### config.mk
export PLATFORM = sky130hd
export DESIGN_NAME = axis_packet_framer
export DESIGN_NICKNAME = d
export VERILOG_FILES = /design/src/rtl/axis_packet_framer.sv
export SDC_FILE = /design/constraint.sdc
export NUM_CORES = 1
export LEC_CHECK = 0
export BUFFER_PORTS_ARGS = -buffer_cell sky130_fd_sc_hd__buf_2
export CAP_MARGIN = 20
export CORE_UTILIZATION = 54
export CTS_CLUSTER_SIZE = 28
export DETAILED_ROUTE_END_ITERATION = 16
export PLACE_DENSITY_LB_ADDON = 0.05
export REMOVE_ABC_BUFFERS = 1
export SLEW_MARGIN = 20
export SYNTH_ARGS = -nofsm -noshare
export SYNTH_HDL_FRONTEND = slang
export SYNTH_SLANG_ARGS = --single-unit
### constraint.sdc
create_clock -name clk -period 2.9 [get_ports clk]
set_clock_uncertainty 0.15 [all_clocks]
set_input_delay 0.145 -clock clk [delete_from_list [all_inputs] [get_ports clk]]
set_output_delay 0.145 -clock clk [all_outputs]
set_load 0.05 [all_outputs]
### src/rtl/axis_packet_framer.sv
// Packet framer: buffers an unframed AXI-Stream byte source in a small FIFO and
// emits fixed-length packets of `len` beats, zero-padding frames that end early.
module axis_packet_framer #(
  parameter int Data_width = 8,
  parameter int Depth      = 10
) (
  input  logic                  clk,
  input  logic                  rst,
  input  logic [Data_width-1:0] s_data,
  input  logic                  s_valid,
  input  logic                  s_last,
  output logic                  s_ready,
  input  logic [Data_width-1:0] len,
  output logic [Data_width-1:0] m_data,
  output logic                  m_valid,
  output logic                  m_last,
  input  logic                  m_ready,
  output logic                  full,
  output logic                  empty,
  output logic [7:0]            pkt_count
);

  localparam int Ptr_w = (Depth > 1) ? $clog2(Depth) : 1;
  localparam int Cnt_w = $clog2(Depth + 1);

  typedef enum logic [1:0] {IDLE, SEND, PAD} state_t;

  state_t                state, state_n;
  logic [Data_width:0]   mem [Depth];
  logic [Ptr_w-1:0]      rd_ptr, wr_ptr;
  logic [Cnt_w-1:0]      count;
  logic [Data_width-1:0] bcnt, bcnt_n, len_q, len_q_n, last_idx;
  logic [Data_width-1:0] head_data, load_data;
  logic                  head_last, load, load_last, pop, push, load_en;

  assign full      = (count == Cnt_w'(Depth));
  assign empty     = (count == '0);
  assign s_ready   = !full && !rst;
  assign push      = s_valid && s_ready;
  assign load_en   = !m_valid || m_ready;
  assign {head_last, head_data} = mem[rd_ptr];
  assign last_idx  = len_q - Data_width'(1);

  always_comb begin
    state_n   = state;
    bcnt_n    = bcnt;
    len_q_n   = len_q;
    load      = 1'b0;
    load_data = '0;
    load_last = 1'b0;
    pop       = 1'b0;
    case (state)
      IDLE: begin
        if (!empty && (len != '0) && load_en) begin
          load      = 1'b1;
          pop       = 1'b1;
          load_data = head_data;
          load_last = (len == Data_width'(1));
          len_q_n   = len;
          bcnt_n    = Data_width'(1);
          if (len == Data_width'(1)) state_n = IDLE;
          else if (head_last)        state_n = PAD;
          else                       state_n = SEND;
        end
      end
      SEND: begin
        if (load_en && !empty) begin
          load      = 1'b1;
          pop       = 1'b1;
          load_data = head_data;
          load_last = (bcnt == last_idx);
          bcnt_n    = bcnt + Data_width'(1);
          // Packet end wins over a coincident source-last: nothing left to pad.
          if (load_last)      state_n = IDLE;
          else if (head_last) state_n = PAD;
        end
      end
      PAD: begin
        if (load_en) begin
          load      = 1'b1;
          load_last = (bcnt == last_idx);
          bcnt_n    = bcnt + Data_width'(1);
          if (load_last) state_n = IDLE;
        end
      end
      default: state_n = IDLE;
    endcase
  end

  always_ff @(posedge clk) begin
    if (rst) begin
      state     <= IDLE;
      bcnt      <= '0;
      len_q     <= '0;
      rd_ptr    <= '0;
      wr_ptr    <= '0;
      count     <= '0;
      m_data    <= '0;
      m_valid   <= 1'b0;
      m_last    <= 1'b0;
      pkt_count <= '0;
    end else begin
      state <= state_n;
      bcnt  <= bcnt_n;
      len_q <= len_q_n;
      // No beat at a load opportunity leaves a bubble; data/last keep their value.
      if (load_en) begin
        m_valid <= load;
        if (load) begin
          m_data <= load_data;
          m_last <= load_last;
        end
      end
      if (push) wr_ptr <= (wr_ptr == Ptr_w'(Depth - 1)) ? '0 : wr_ptr + Ptr_w'(1);
      if (pop)  rd_ptr <= (rd_ptr == Ptr_w'(Depth - 1)) ? '0 : rd_ptr + Ptr_w'(1);
      if (push && !pop)      count <= count + Cnt_w'(1);
      else if (pop && !push) count <= count - Cnt_w'(1);
      if (m_valid && m_ready && m_last) pkt_count <= pkt_count + 8'd1;
    end
  end

  always_ff @(posedge clk) begin
    if (push) mem[wr_ptr] <= {s_last, s_data};
  end

endmodule
==> impl_metrics.env <==
export IMPL_status="finished, final reports clean"
export IMPL_synth_edff_count=90
export IMPL_antenna_found_initial=0
export IMPL_via_per_inst=5.528
export IMPL_synth_top_cell_area_share_pct=44.31
export IMPL_fin_ws_ns=0.06752
export IMPL_timing_hold_ws_ns=0.04525
export IMPL_hp_class="in2reg"
export IMPL_ys_warn_count=0
export IMPL_synth_largest_area_cell="edfxtp_1"
export IMPL_synth_most_common_cell="edfxtp_1"
export IMPL_critPathCaptureType="flop"
export IMPL_syn_inst=470
export IMPL_wire_per_inst_um=17.21
export IMPL_async_reset_ff_share_pct=0
export IMPL_first_pass_iters=4
export IMPL_synth_compound_area_share_pct=8.349
export IMPL_synth_adder_area_share_pct=2.379
export IMPL_syn_cell_area_um2=6100
export IMPL_p_int_w=0.004543
export IMPL_synth_common_cells="edfxtp_1, dfxtp_1, nor2_1, a21oi_1, nand2_1"
export IMPL_crit_cells=14
export IMPL_crit_family="buffers and inverters"
export IMPL_ir_worst_vdd_mv=0.5293
export IMPL_grt_pass1_vias=3736
export IMPL_synth_seq_cells=142
export IMPL_arrival_ns=3.03
export IMPL_r2r_cells=12
export IMPL_power_frac_seq_pct=36.8
export IMPL_antenna_cells=0
export IMPL_nets=584
export IMPL_place_congestion=0.8085
export IMPL_h_tree_depth=4
export IMPL_slowest_delay_ns=0.55
export IMPL_post_place_ws_ns=-0.02722
export IMPL_fp_dieW_um=108.3
export IMPL_worst_path_buf_inv=4
export IMPL_final_max_slew_viol_count=0
export IMPL_cts_root_buf="clkbuf_16"
export IMPL_via_count=3892
export IMPL_startpoint="len[2]"
export IMPL_port_buffer_count=41
export IMPL_grt_pass1_wl_mm=19.29
export IMPL_drt_initial_drc_count=180
export IMPL_power_share_clock_pct=30.7
export IMPL_worst_r2r_setup_slack_ns=0.12
export IMPL_drcViolationCount=0
export IMPL_cts_made_buffers=17
export IMPL_crit_fanout=3
export IMPL_setup_violations_final=0
export IMPL_grt_remaining_overflow=0
export IMPL_worst_skew_pair_late_latency_ns=0.41
export IMPL_post_synth_main_area_contributors="edfxtp_1, dfxtp_1, mux4_2"
export IMPL_drive_above_1_share_pct=23.76
export IMPL_period_share_pct=97.67
export IMPL_crit_path_start_kind="input port"
export IMPL_ant_nets=0
export IMPL_r2r_end="count[3]$_SDFFE_PP0P_"
export IMPL_crit_slowest_cell="dlygate4sd3_1"
export IMPL_hpwl_mm=7.975
export IMPL_synth_area_mux_share_pct=9.354
export IMPL_routed_wl_mm=12.12
export IMPL_place_area_um2=6594
export IMPL_core_um2=10940
export IMPL_synth_seq_area_share_pct=61.37
export IMPL_hold_viol=0
export IMPL_clkTransAtPathRegs_ns=0.06
export IMPL_cp_common_cell="a21oi_2"
export IMPL_synth_top_family_by_area="simple AND/OR/NAND/NOR gates"
export IMPL_relSlewSlack_pct=41.95
export IMPL_ios=42
export IMPL_grtUsageTotal_pct=22.56
export IMPL_cts_max_path_buffers=2
export IMPL_tritoncts="yes"
export IMPL_initial_core_util_pct=55.78
export IMPL_max_cap_violations=0
export IMPL_power_density_nw_per_um2=916.2
export IMPL_post_route_min_period_ns=2.832
export IMPL_required_ns=3.10
export IMPL_synth_distinct_cells=52
export IMPL_fin_area_um2=7402
export IMPL_r2r_start="count[0]$_SDFFE_PP0P_"
export IMPL_synthSimpleGateAreaFrac_pct=11.73
export IMPL_path_class="in2reg"
export IMPL_synth_avg_cell_area_um2=12.98
export IMPL_swShare_pct=33.01
export IMPL_comb_power_share_pct=32.5
export IMPL_row_count=38
export IMPL_critical_path_cell_chain="dlygate4sd3_1, buf_2, or3_4, o31ai_4, a21oi_2, inv_1, ha_2, inv_1, ha_1, a21o_1, a21oi_2, xnor2_1, or3_1, a21oi_2"
export IMPL_crit_end="count[3]$_SDFFE_PP0P_"
export IMPL_cts_sinks=142
export IMPL_p_switching_w=0.002239
export IMPL_worstMarginPinSlew_ns=0.8675
export IMPL_synthFlopType="edfxtp_1"
export IMPL_area_growth_pct=21.35
export IMPL_leakage_nw=2.679
export IMPL_post_route_util_pct=67.69
export IMPL_grt_max_degree=43
export IMPL_max_freq_mhz=353.0
export IMPL_die_area_um2=11720
export IMPL_synth_xor_area_share_pct=4.513
export IMPL_power_total_w=0.006782
export IMPL_die_h_um=108.3
==> layout by cell type, fill, tap and decap left out, types with 10 or more instances in the layout <==
cell type | netlist | final
mux2i_1 | 15 | 15
xor2_1 | 12 | 12
o21ai_0 | 16 | 16
a21oi_1 | 29 | 26
buf_2 | 4 | 41
dlygate4sd3_1 | 0 | 18
nand2_1 | 20 | 20
nor2b_1 | 14 | 14
clkbuf_16 | 0 | 17
inv_1 | 14 | 14
nor3_1 | 10 | 10
buf_4 | 0 | 25
nand3_1 | 10 | 10
edfxtp_1 | 90 | 90
xnor2_1 | 15 | 15
dfxtp_1 | 52 | 51
nor2_1 | 41 | 41
mux4_2 | 18 | 18
==> power by group through the flow <==
stage / Combinational [W] / Clock [W] / Sequential [W]
2_1_floorplan: 0.00129 / 0 / 0.00277
3_3_place_gp: 0.00208 / 0 / 0.00252
3_5_place_dp: 0.00212 / 0 / 0.00253
4_1_cts: 0.00215 / 0.00213 / 0.00249
5_1_grt: 0.00242 / 0.00222 / 0.00252
6_report: 0.00220 / 0.00208 / 0.00249
==> routing by layer <==
metal / up-vias / share of wire, % / global-route usage, %
met5: - / 0 / 0
met4: 0 / 1.2 / 8.398
met3: 13 / 4.6 / 5.063
met2: 86 / 45 / 33.26
met1: 1874 / 49 / 32.77
li1: 1919 / - / -
==> worst min path at each step <==
stage	start	endpoint	slack [ns]	cells after the start
floorplan	rst	bcnt[1]$_SDFFE_PP0P_	0.06	1
global placement	len[1]	len_q[1]$_SDFFE_PP0P_	0.25	3
detailed placement	len[5]	len_q[5]$_SDFFE_PP0P_	0.25	3
CTS	s_valid	wr_ptr[0]$_SDFFE_PP0P_	0.03	5
global route	s_valid	wr_ptr[0]$_SDFFE_PP0P_	0.08	5
finish	s_valid	wr_ptr[0]$_SDFFE_PP0P_	0.05	5
==> layout make-up <==
cell class / instances / area, µm²
multi-input cells: 292 / 2267
well taps: 140 / 175.2
repair buffers: 85 / 593.1
flip-flops and latches: 142 / 3745
clock buffers: 17 / 425.4
inverters: 14 / 52.55
clock inverters: 14 / 143.9
fillers: 806 / 3533
==> state kept, by name, indices dropped and copies added, names as in the netlist, 4 cells and up, named ones only <==
signal,cells
mem,90
bcnt,8
len_q,8
m_data,8
pkt_count,8
count,4
rd_ptr,4
wr_ptr,4
==> what timing repair did <==
item,4_1_cts,5_1_grt
endpoints found under the hold margin,99,0
resized for setup,0,9
hold buffers,18,0
buffers inserted,0,1
setup endpoints to repair,0,2
==> through the flow <==
step / setup TNS [ns] / std cells
floorplan: -82.65 / 448
global placement: -0.001593 / 654
detailed placement: -0.02722 / 654
CTS: 0 / 703
global route: -0.02820 / 704
finish: 0 / 704
==> cells by family after synthesis <==
| kind of cell | after synthesis |
|---|---|
| buffers and inverters | 36 |
| XOR/XNOR | 29 |
| AND/OR/NAND/NOR | 137 |
| flip-flops | 142 |
| multiplexers | 34 |
| adder cells (fa/ha/maj) | 11 |
| AO/OA/AOI/OAI | 81 |
==> tightest hold or removal path: stages <==
cell     delay, ns
buf_2         0.11
nand2_1       0.07
buf_4         0.12
xor2_1        0.05
nor2_1        0.07
Note: power is estimated with default switching activity, not from simulation.
